$ cat src/rtl/pw_pkg.sv
// Shared constants and types for the password-lock entry driver.
// Holds the state encoding and a helper for sizing the shared cycle timer.
package pw_pkg;

    localparam int CHAR_W_DEF = 8;
    localparam int ATTEMPTS_W = 16;

    typedef enum logic [2:0] {
        StIdle,
        StSetup,
        StEnter,
        StGap,
        StWaitResp,
        StDone
    } pw_drv_state_t;

    function automatic int max3(input int a, input int b, input int c);
        int m;
        m = (a > b) ? a : b;
        return (m > c) ? m : c;
    endfunction

endpackage

$ cat src/rtl/pw_cycle_timer.sv
// Loadable down-counter shared by every timed phase of the entry driver.
// o_expired is high while the count sits at zero; loading N-1 gives an N-cycle phase.
module pw_cycle_timer #(
    parameter int WIDTH = 4
) (
    input  logic             i_clk,
    input  logic             i_reset_n,
    input  logic             i_load,
    input  logic [WIDTH-1:0] i_load_val,
    output logic             o_expired
);

    logic [WIDTH-1:0] r_count;

    always_ff @(posedge i_clk or negedge i_reset_n) begin
        if (!i_reset_n) begin
            r_count <= '0;
        end else if (i_load) begin
            r_count <= i_load_val;
        end else if (r_count != '0) begin
            r_count <= r_count - 1'b1;
        end
    end

    assign o_expired = (r_count == '0);

endmodule

$ cat src/rtl/pw_entry_driver.sv
// Initiator for the password-lock character interface: presents a latched guess one character
// at a time with an enter strobe per character, then captures and reports the lock's response.
module pw_entry_driver
    import pw_pkg::*;
#(
    parameter int PW_LEN       = 4,
    parameter int CHAR_W       = CHAR_W_DEF,
    parameter int SETUP_CYC    = 4,
    parameter int ENTER_CYC    = 2,
    parameter int RESP_TIMEOUT = 16
) (
    input  logic                     i_clk,
    input  logic                     i_reset_n,
    input  logic                     i_start,
    input  logic [PW_LEN*CHAR_W-1:0] i_guess,
    output logic [CHAR_W-1:0]        o_char_out,
    output logic                     o_enter_out,
    input  logic                     i_open_in,
    input  logic                     i_wrong_in,
    output logic                     o_busy,
    output logic                     o_done,
    output logic                     o_result_open,
    output logic                     o_result_wrong,
    output logic                     o_result_early,
    output logic                     o_timeout,
    output logic [ATTEMPTS_W-1:0]    o_attempts
);

    localparam int TMR_MAX = max3(SETUP_CYC, ENTER_CYC, RESP_TIMEOUT);
    localparam int TMR_W   = (TMR_MAX > 1) ? $clog2(TMR_MAX) : 1;
    localparam int IDX_W   = (PW_LEN > 1) ? $clog2(PW_LEN) : 1;

    localparam logic [TMR_W-1:0] SETUP_LD = TMR_W'(SETUP_CYC - 1);
    localparam logic [TMR_W-1:0] ENTER_LD = TMR_W'(ENTER_CYC - 1);
    localparam logic [TMR_W-1:0] RESP_LD  = TMR_W'(RESP_TIMEOUT - 1);
    localparam logic [IDX_W-1:0] LAST_IDX = IDX_W'(PW_LEN - 1);

    if (PW_LEN < 1 || SETUP_CYC < 1 || ENTER_CYC < 1 || RESP_TIMEOUT < 1) begin : g_bad_params
        $error("pw_entry_driver: PW_LEN and all timing parameters must be >= 1");
    end

    pw_drv_state_t             r_state;
    logic [PW_LEN*CHAR_W-1:0]  r_guess;
    logic [IDX_W-1:0]          r_idx;
    logic [CHAR_W-1:0]         r_char;
    logic                      r_enter;
    logic                      r_busy;
    logic                      r_done;
    logic                      r_res_open;
    logic                      r_res_wrong;
    logic                      r_res_early;
    logic                      r_timeout;
    logic [ATTEMPTS_W-1:0]     r_attempts;

    logic                      w_resp;
    logic                      w_driving;
    logic                      w_tmr_load;
    logic [TMR_W-1:0]          w_tmr_val;
    logic                      w_tmr_expired;
    logic [IDX_W-1:0]          w_next_idx;
    logic [CHAR_W-1:0]         w_next_char;

    assign w_resp      = i_open_in | i_wrong_in;
    assign w_driving   = (r_state == StSetup) || (r_state == StEnter) || (r_state == StGap);
    assign w_next_idx  = r_idx + 1'b1;
    assign w_next_char = r_guess[int'(w_next_idx) * CHAR_W +: CHAR_W];

    // Reload the timer on every transition into a timed phase.
    always_comb begin
        w_tmr_load = 1'b0;
        w_tmr_val  = '0;
        unique case (r_state)
            StIdle: begin
                if (i_start) begin
                    w_tmr_load = 1'b1;
                    w_tmr_val  = SETUP_LD;
                end
            end
            StSetup: begin
                if (!w_resp && w_tmr_expired) begin
                    w_tmr_load = 1'b1;
                    w_tmr_val  = ENTER_LD;
                end
            end
            StEnter: begin
                if (!w_resp && w_tmr_expired) begin
                    w_tmr_load = 1'b1;
                    w_tmr_val  = SETUP_LD;
                end
            end
            StGap: begin
                if (!w_resp && w_tmr_expired) begin
                    w_tmr_load = 1'b1;
                    w_tmr_val  = (r_idx == LAST_IDX) ? RESP_LD : SETUP_LD;
                end
            end
            default: ;
        endcase
    end

    pw_cycle_timer #(
        .WIDTH (TMR_W)
    ) u_timer (
        .i_clk      (i_clk),
        .i_reset_n  (i_reset_n),
        .i_load     (w_tmr_load),
        .i_load_val (w_tmr_val),
        .o_expired  (w_tmr_expired)
    );

    always_ff @(posedge i_clk or negedge i_reset_n) begin
        if (!i_reset_n) begin
            r_state     <= StIdle;
            r_guess     <= '0;
            r_idx       <= '0;
            r_char      <= '0;
            r_enter     <= 1'b0;
            r_busy      <= 1'b0;
            r_done      <= 1'b0;
            r_res_open  <= 1'b0;
            r_res_wrong <= 1'b0;
            r_res_early <= 1'b0;
            r_timeout   <= 1'b0;
            r_attempts  <= '0;
        end else begin
            r_done <= 1'b0;
            // A response while characters are still going out is the fault signature.
            if (w_resp && w_driving) begin
                r_res_open  <= i_open_in;
                r_res_wrong <= i_wrong_in;
                r_res_early <= 1'b1;
                r_enter     <= 1'b0;
                r_done      <= 1'b1;
                r_state     <= StDone;
            end else begin
                unique case (r_state)
                    StIdle: begin
                        if (i_start) begin
                            r_guess     <= i_guess;
                            r_idx       <= '0;
                            r_char      <= i_guess[CHAR_W-1:0];
                            r_res_open  <= 1'b0;
                            r_res_wrong <= 1'b0;
                            r_res_early <= 1'b0;
                            r_timeout   <= 1'b0;
                            r_busy      <= 1'b1;
                            r_state     <= StSetup;
                        end
                    end
                    StSetup: begin
                        if (w_tmr_expired) begin
                            r_enter <= 1'b1;
                            r_state <= StEnter;
                        end
                    end
                    StEnter: begin
                        if (w_tmr_expired) begin
                            r_enter <= 1'b0;
                            r_state <= StGap;
                        end
                    end
                    StGap: begin
                        if (w_tmr_expired) begin
                            if (r_idx == LAST_IDX) begin
                                r_state <= StWaitResp;
                            end else begin
                                r_idx   <= w_next_idx;
                                r_char  <= w_next_char;
                                r_state <= StSetup;
                            end
                        end
                    end
                    StWaitResp: begin
                        if (w_resp) begin
                            r_res_open  <= i_open_in;
                            r_res_wrong <= i_wrong_in;
                            r_done      <= 1'b1;
                            r_state     <= StDone;
                        end else if (w_tmr_expired) begin
                            r_timeout <= 1'b1;
                            r_done    <= 1'b1;
                            r_state   <= StDone;
                        end
                    end
                    StDone: begin
                        r_busy <= 1'b0;
                        if (r_attempts != '1) begin
                            r_attempts <= r_attempts + 1'b1;
                        end
                        r_state <= StIdle;
                    end
                    default: r_state <= StIdle;
                endcase
            end
        end
    end

    assign o_char_out     = r_char;
    assign o_enter_out    = r_enter;
    assign o_busy         = r_busy;
    assign o_done         = r_done;
    assign o_result_open  = r_res_open;
    assign o_result_wrong = r_res_wrong;
    assign o_result_early = r_res_early;
    assign o_timeout      = r_timeout;
    assign o_attempts     = r_attempts;

endmodule
$ cat config.mk
export PLATFORM = sky130hd
export DESIGN_NAME = pw_entry_driver
export DESIGN_NICKNAME = d
export VERILOG_FILES = /design/src/rtl/pw_pkg.sv /design/src/rtl/pw_cycle_timer.sv /design/src/rtl/pw_entry_driver.sv
export SDC_FILE = /design/constraint.sdc
export NUM_CORES = 1
export LEC_CHECK = 0
export ABC_AREA = 1
export CORE_AREA = 2 2 100 102
export DETAILED_ROUTE_END_ITERATION = 12
export DIE_AREA = 0 0 102 104
export SLEW_MARGIN = 20
export SYNTH_ARGS = -nofsm -noshare
export SYNTH_HDL_FRONTEND = slang
export SYNTH_HIERARCHICAL = 1
export SYNTH_SLANG_ARGS = --single-unit
$ cat constraint.sdc
create_clock -name i_clk -period 1.9 [get_ports i_clk]
set_input_delay 0.38 -clock i_clk [delete_from_list [all_inputs] [get_ports i_clk]]
set_output_delay 0.38 -clock i_clk [all_outputs]
set_load 0.05 [all_outputs]
==> results of run 1 <==
flip-flops by register name (all words and copies together) (netlist names):
name and cells:
o_attempts 16, o_busy 1, o_char_out 8, o_done 1
o_enter_out 1, o_result_early 1, o_result_open 1, o_result_wrong 1
o_timeout 1, r_guess 32, r_idx 2, r_state 3
u_timer/r_count 4
report_power, final:
group | internal (mW) | switching [mW] | total (mW)
clock network | 0.868 | 0.579 | 1.45
registers | 2.12 | 0.387 | 2.51
logic | 1.11 | 2.22 | 3.33
Yosys cell counts (3+ instances only):
master / count / share of area, %
a21oi_1: 6 / 0.81
buf_2: 9 / 1.2
buf_4: 3 / 0.61
dfrtp_1: 72 / 48
ha_1: 3 / 1.0
inv_1: 37 / 3.7
inv_2: 3 / 0.30
nand2_1: 240 / 24
nand2_2: 6 / 1.0
nand3_1: 40 / 5.4
nand4_1: 7 / 1.2
nor2_1: 30 / 3.0
nor2_2: 3 / 0.51
o21ai_0: 31 / 4.2
xnor2_1: 8 / 1.9
kinds of logic after synthesis:
group | synth area share, %
simple gates | 36.90
flops | 48.48
buf+inv | 6.363
compound gates | 5.354
xor+xnor | 1.886
fa+ha+maj | 1.010
final timing paths:
kind                                       to  slack, ns  cells after the start
max in group asynchronous          r_guess[2]       1.54                      2
hold / removal                  o_attempts[9]       0.04                      2
setup reg to reg           u_timer/r_count[0]       0.19                     13
setup / recovery           u_timer/r_count[0]       0.19                     13
hold reg to reg                 o_char_out[4]       0.48                      2
min in group i_clk              o_char_out[4]       0.48                      2
per-stage QoR:
stage	hold slack (ns)	utilization [%]	setup slack, ns
final	0.03700	49.99	0.1905
after global routing	0.07213	49.99	0.007445
after CTS	0.06296	49.87	0.008215
after detailed placement	0.4426	47.42	0.01232
after global placement	0.4377	47.42	0.04389
after floorplan	0.08441	-	0.08747
area by class of cell:
cell class | instances | share of cell area, %
multi-input cells | 381 | 35.39
repair buffers | 84 | 15.26
flip-flops and latches | 72 | 37.75
inverters | 41 | 3.224
clock buffers | 10 | 2.674
clock inverters | 5 | 2.228
well taps | 133 | 3.486
per-layer routing:
| metal | share of wire (%) | vias to the layer above | wire, um | track usage [%] |
|---|---|---|---|---|
| met4 | 1.7 | 0 | 150 | 6.571 |
| li1 | - | 1746 | - | - |
| met5 | 0 | - | 0 | 0 |
| met2 | 44 | 92 | 3870 | 26.88 |
| met3 | 5.3 | 14 | 464 | 3.293 |
| met1 | 49 | 1559 | 4301 | 25.79 |
==> impl_metrics.xml, run 1 <==
<?xml version="1.0" encoding="UTF-8"?>
<metrics>
  <group name="cells_and_area">
    <metric name="multiInputGateArea" unit="sq um">1689</metric>
    <metric name="nets" unit="">629</metric>
    <metric name="layout.cells.most_common_list" unit="">nand2_1 (240), dfrtp_1 (72), buf_4 (47)</metric>
    <metric name="synthToLayoutAreaGrowth" unit="%">28.45</metric>
    <metric name="num_antenna_cells" unit="">0</metric>
    <metric name="drive_above_1_share" unit="%">14.17</metric>
    <metric name="finish.cell_count_without_fillers" unit="">726</metric>
    <metric name="register_area" unit="sq um">1802</metric>
    <metric name="layout.filler_cells" unit="">996</metric>
    <metric name="final_design_area_no_fill" unit="sq um">4773</metric>
    <metric name="most_frequent_standard_cell_in_the_layout_excluding_fill_and_tap_cells" unit="">nand2_1</metric>
  </group>
  <group name="die">
    <metric name="fp.dieW" unit="um">102</metric>
    <metric name="die_height" unit="um">104</metric>
    <metric name="fp.coreArea" unit="sq um">9549</metric>
    <metric name="start_util" unit="%">38.92</metric>
    <metric name="num_io_pins" unit="">68</metric>
    <metric name="row_count" unit="">36</metric>
    <metric name="die_area" unit="sq um">10610</metric>
  </group>
  <group name="global_route">
    <metric name="grt_first_pass_wirelength" unit="um">15360</metric>
    <metric name="first_global_vias" unit="">3363</metric>
    <metric name="pin_count_of_the_biggest_net_entering_global_routing" unit="">73</metric>
    <metric name="global_route.overflow_total" unit="">0</metric>
    <metric name="total_global_route_track_usage" unit="%">17.93</metric>
    <metric name="grt_antenna_before_repair" unit="">0</metric>
  </group>
  <group name="sta">
    <metric name="tcrit_tclk_final" unit="%">89.97</metric>
    <metric name="finClkSkew" unit="ns">0.01370</metric>
    <metric name="setup_violations" unit="">0</metric>
    <metric name="slew_viol_final" unit="">0</metric>
    <metric name="timing.setup.tns" unit="ns">0</metric>
    <metric name="achievable-frequency" unit="GHz">0.5850</metric>
    <metric name="rsz0062_at_grt" unit="">no</metric>
    <metric name="timing.max_slew.rel_slack" unit="%">65.37</metric>
    <metric name="worstMarginPinSlew" unit="ns">0.5189</metric>
    <metric name="period_needed" unit="ns">1.709</metric>
    <metric name="final_hold_vios" unit="">0</metric>
  </group>
  <group name="clock_network">
    <metric name="clkSlewWorstSetupHoldPaths" unit="ns">0.08</metric>
    <metric name="cts.hold.buffers_added" unit="">0</metric>
    <metric name="clk-insertion-delay-late" unit="ns">0.34</metric>
    <metric name="clock_tree.root_cell" unit="">clkbuf_8</metric>
    <metric name="cts.sink_count" unit="">72</metric>
    <metric name="post_cts.resized_instances" unit="">0</metric>
    <metric name="clock_tree_from_tritoncts" unit="">built</metric>
    <metric name="cts_htree_levels" unit="">3</metric>
    <metric name="ctsLongestPathBuffers" unit="">2</metric>
    <metric name="buffers_inserted_by_post_cts_timing_repair" unit="">0</metric>
    <metric name="cts-buffers-inserted" unit="">9</metric>
  </group>
  <group name="worst_setup_path">
    <metric name="cp.required" unit="ns">2.16</metric>
    <metric name="cpMostUsedCell" unit="">inv_1</metric>
    <metric name="crit_path_max_incr_delay" unit="ns">0.39</metric>
    <metric name="cpLargestDelayFamily" unit="">buffers and inverters</metric>
    <metric name="classification_of_the_worst_setup_path" unit="">reg2reg</metric>
    <metric name="timing.critical_path.buf_inv" unit="">6</metric>
    <metric name="worst_setup_path_startpoint" unit="">u_timer/r_count[0]</metric>
    <metric name="cp-start-kind" unit="">register</metric>
    <metric name="crit_path_end_kind" unit="">register</metric>
    <metric name="critical_path.cell_chain" unit="">inv_2 &gt; ha_2 &gt; nand2_1 &gt; inv_1 &gt; inv_1 &gt; nor2_2 &gt; inv_1 &gt; o21ai_1 &gt; buf_4 &gt; inv_1 &gt; nand3_2 &gt; nand2_1 &gt; o21ai_0</metric>
    <metric name="crit_path_max_fanout" unit="">7</metric>
    <metric name="critPathArrivalTime" unit="ns">1.96</metric>
    <metric name="critical_path.slowest_cell" unit="">dfrtp_1</metric>
    <metric name="crit-reg2reg-launch" unit="">u_timer/r_count[0]</metric>
  </group>
  <group name="detailed_routing">
    <metric name="vias_per_instance" unit="">4.698</metric>
    <metric name="drtPass1Iterations" unit="">5</metric>
    <metric name="drt_wl_total" unit="um">8787</metric>
    <metric name="vias" unit="">3411</metric>
    <metric name="number_of_drc_violations_after_detailed_routing_iteration_0" unit="">215</metric>
    <metric name="routed_wire_length_per_instance" unit="um">12.10</metric>
    <metric name="antenna_violating_nets_left" unit="">0</metric>
    <metric name="drc_errors" unit="">0</metric>
  </group>
  <group name="synth">
    <metric name="synthesis.instances" unit="">508</metric>
    <metric name="top_ff_cell_synth" unit="">dfrtp_1</metric>
    <metric name="syn_avg_cell_area" unit="sq um">7.315</metric>
    <metric name="post_synth_num_cell_types" unit="">25</metric>
    <metric name="synth.ff_latch_count" unit="">72</metric>
    <metric name="syn-num-nets" unit="">548</metric>
    <metric name="synth_edf_count" unit="">0</metric>
    <metric name="synth_area" unit="sq um">3716</metric>
    <metric name="ys_seq_area_share" unit="%">48.48</metric>
    <metric name="synth_async_sr_flop_share" unit="%">100.0</metric>
    <metric name="yosys_warnings" unit="">6</metric>
  </group>
  <group name="placement">
    <metric name="placed_cells_incl_taps" unit="">711</metric>
    <metric name="hpwlAfterDp" unit="um">6243</metric>
    <metric name="placed_area" unit="sq um">4528</metric>
    <metric name="routabilityCongestion" unit="">0.8415</metric>
    <metric name="port_buffers" unit="">67</metric>
  </group>
  <group name="status">
    <metric name="status" unit="">finished, final reports clean</metric>
  </group>
  <group name="worst_hold_path">
    <metric name="hold_path_class" unit="">in2async</metric>
  </group>
  <group name="job">
    <metric name="maxCapViolations" unit="">0</metric>
  </group>
  <group name="power_and_ir_drop">
    <metric name="power" unit="mW">7.283</metric>
    <metric name="power.ir.vdd_worst" unit="mV">0.8622</metric>
    <metric name="cellPowerDensity" unit="nW/um^2">1526</metric>
    <metric name="leakagePower" unit="nW">2.403</metric>
  </group>
</metrics>
(Power assumes the default switching activity.)
==> run 2, diff against run 1 <==
--- a/config.mk
+++ b/config.mk
@@ -9,6 +9,7 @@
 export CORE_AREA = 2 2 100 102
 export DETAILED_ROUTE_END_ITERATION = 12
 export DIE_AREA = 0 0 102 104
+export GPL_TIMING_DRIVEN = 0
 export SLEW_MARGIN = 20
 export SYNTH_ARGS = -nofsm -noshare
 export SYNTH_HDL_FRONTEND = slang
==> impl_metrics.xml, run 2 (synthesis gave the netlist of run 1 again) <==
<?xml version="1.0" encoding="UTF-8"?>
<metrics>
  <group name="detailed_routing">
    <metric name="drtPass1Iterations" unit="">4</metric>
    <metric name="vias_per_instance" unit="">4.751</metric>
    <metric name="drc_errors" unit="">0</metric>
    <metric name="number_of_drc_violations_after_detailed_routing_iteration_0" unit="">134</metric>
    <metric name="antenna_violating_nets_left" unit="">0</metric>
    <metric name="routed_wire_length_per_instance" unit="um">12.64</metric>
    <metric name="vias" unit="">3459</metric>
    <metric name="drt_wl_total" unit="um">9205</metric>
  </group>
  <group name="sta">
    <metric name="setup_violations" unit="">0</metric>
    <metric name="tcrit_tclk_final" unit="%">96.86</metric>
    <metric name="timing.max_slew.rel_slack" unit="%">66.47</metric>
    <metric name="period_needed" unit="ns">1.840</metric>
    <metric name="achievable-frequency" unit="GHz">0.5434</metric>
    <metric name="slew_viol_final" unit="">0</metric>
    <metric name="finClkSkew" unit="ns">0.01158</metric>
    <metric name="setup_slack" unit="ns">0.05960</metric>
    <metric name="final_hold_vios" unit="">0</metric>
    <metric name="worstMarginPinSlew" unit="ns">0.5021</metric>
    <metric name="rsz0062_at_grt" unit="">no</metric>
    <metric name="hold_slack" unit="ns">0.4747</metric>
  </group>
  <group name="die">
    <metric name="fp.coreArea" unit="sq um">9549</metric>
    <metric name="die_height" unit="um">104</metric>
    <metric name="row_count" unit="">36</metric>
    <metric name="start_util" unit="%">38.92</metric>
    <metric name="die_area" unit="sq um">10610</metric>
    <metric name="fp.dieW" unit="um">102</metric>
    <metric name="num_io_pins" unit="">68</metric>
  </group>
  <group name="placement">
    <metric name="port_buffers" unit="">67</metric>
    <metric name="routabilityCongestion" unit="">0.8456</metric>
    <metric name="placed_cells_incl_taps" unit="">709</metric>
    <metric name="dpl_worst_slack" unit="ns">-0.2427</metric>
    <metric name="hpwlAfterDp" unit="um">6672</metric>
  </group>
  <group name="cells_and_area">
    <metric name="synthToLayoutAreaGrowth" unit="%">29.66</metric>
    <metric name="largest_reg_flops" unit="">32</metric>
    <metric name="finish.cell_count_without_fillers" unit="">728</metric>
    <metric name="most_frequent_standard_cell_in_the_layout_excluding_fill_and_tap_cells" unit="">nand2_1</metric>
    <metric name="registers.top_by_ff_count" unit="">r_guess</metric>
    <metric name="nets" unit="">630</metric>
    <metric name="multiInputGateArea" unit="sq um">1704</metric>
    <metric name="drive_above_1_share" unit="%">9.748</metric>
    <metric name="layout.filler_cells" unit="">966</metric>
    <metric name="num_antenna_cells" unit="">0</metric>
    <metric name="layout.cells.most_common_list" unit="">nand2_1 (240), dfrtp_1 (72), nand3_1 (40)</metric>
    <metric name="register_area" unit="sq um">1802</metric>
  </group>
  <group name="worst_setup_path">
    <metric name="timing.critical_path.buf_inv" unit="">1</metric>
    <metric name="crit_path_end_kind" unit="">primary output</metric>
    <metric name="cp-start-kind" unit="">register</metric>
    <metric name="critPathArrivalTime" unit="ns">1.46</metric>
    <metric name="critical_path.slowest_cell" unit="">clkdlybuf4s50_1</metric>
    <metric name="cp.required" unit="ns">1.52</metric>
    <metric name="cpLargestDelayFamily" unit="">buffers and inverters</metric>
    <metric name="crit_path_max_fanout" unit="">1</metric>
    <metric name="crit_path_max_incr_delay" unit="ns">0.79</metric>
    <metric name="classification_of_the_worst_setup_path" unit="">reg2out</metric>
    <metric name="critical_path.cell_chain" unit="">clkdlybuf4s50_1</metric>
  </group>
  <group name="clock_network">
    <metric name="clock_tree_from_tritoncts" unit="">built</metric>
    <metric name="ctsLongestPathBuffers" unit="">2</metric>
    <metric name="clk-insertion-delay-late" unit="ns">0.35</metric>
    <metric name="cts.sink_count" unit="">72</metric>
    <metric name="clkSlewWorstSetupHoldPaths" unit="ns">0.08</metric>
    <metric name="clock_tree.root_cell" unit="">clkbuf_8</metric>
    <metric name="cts_htree_levels" unit="">3</metric>
    <metric name="cts-buffers-inserted" unit="">9</metric>
  </group>
  <group name="status">
    <metric name="status" unit="">finished, final reports clean</metric>
  </group>
  <group name="power_and_ir_drop">
    <metric name="power.ir.vdd_worst" unit="mV">0.7590</metric>
    <metric name="leakagePower" unit="nW">2.499</metric>
    <metric name="cellPowerDensity" unit="nW/um^2">1466</metric>
  </group>
  <group name="global_route">
    <metric name="first_global_vias" unit="">3371</metric>
    <metric name="global_route.overflow_total" unit="">0</metric>
    <metric name="grt_antenna_before_repair" unit="">0</metric>
    <metric name="pin_count_of_the_biggest_net_entering_global_routing" unit="">50</metric>
    <metric name="total_global_route_track_usage" unit="%">18.78</metric>
    <metric name="grt_first_pass_wirelength" unit="um">15970</metric>
  </group>
  <group name="job">
    <metric name="maxCapViolations" unit="">0</metric>
  </group>
  <group name="worst_hold_path">
    <metric name="hold_path_class" unit="">in2async</metric>
  </group>
</metrics>
[run 2: cell count changes in the layout (fill, tap and decap cells not counted), moves of 3 or more]
cell,delta
inv_2,+4
buf_2,+6
dlymetal6s2s_1,+6
buf_4,-41
inv_1,-4
clkinvlp_4,+3
dlygate4sd2_1,+24
[run 2: through the flow]
step | TNS (ns) | util, % | instance area, sq um | power, mW
2_1_floorplan | 0 | - | 3716 | 4.838
3_3_place_gp | -151.84 | 47.68 | 4553 | 5.822
3_5_place_dp | -1.136 | 47.94 | 4578 | 5.886
4_1_cts | 0 | 49.90 | 4765 | 7.062
5_1_grt | 0 | 50.46 | 4818 | 7.650
6_report | 0 | 50.46 | 4818 | 7.064
[run 2: timing repair]
item	4_1_cts	5_1_grt
endpoints found under the hold margin	23	0
resized for setup	26	17
pin swaps	0	2
setup buffers	0	2
endpoints found under the setup margin	28	20
hold buffers	1	0
cloned	0	0
[run 2: final timing paths]
kind                                  end  cells after the start  slack, ns     startpoint
min reg2reg                 o_char_out[6]                      2       0.48  o_char_out[6]
max in group asynchronous      r_guess[1]                      3       0.87      i_reset_n
min in group i_clk          o_char_out[6]                      2       0.48  o_char_out[6]
min                        o_attempts[11]                      2       0.47      i_reset_n
max                                o_done                      1       0.06         o_done
max reg2reg                 o_attempts[9]                      9       0.20  o_attempts[0]
[run 2: area by class of cell]
| type | instances | area share [%] |
|---|---|---|
| sequential | 72 | 37.39 |
| clock inverter | 7 | 1.480 |
| tap | 133 | 3.454 |
| clock buffer | 9 | 2.571 |
| multi-input combinational | 381 | 35.37 |
| buffer | 14 | 1.818 |
| inverter | 41 | 3.272 |
| timing repair buffer | 71 | 14.65 |
[run 2: metal layers]
metal	GRT usage, %	wire length, um	vias to the layer above
met5	0	0	-
met4	6.286	97	0
met3	3.226	364	8
met2	28.34	4176	69
met1	27.23	4568	1625
li1	-	-	1757
[run 2: report_power, final]
group | switching (mW) | internal [mW] | leakage (nW)
logic | 2.24 | 1.09 | 1.49
registers | 0.393 | 2.12 | 0.921
clock network | 0.609 | 0.606 | 0.0916
total | 3.25 | 3.82 | 2.50
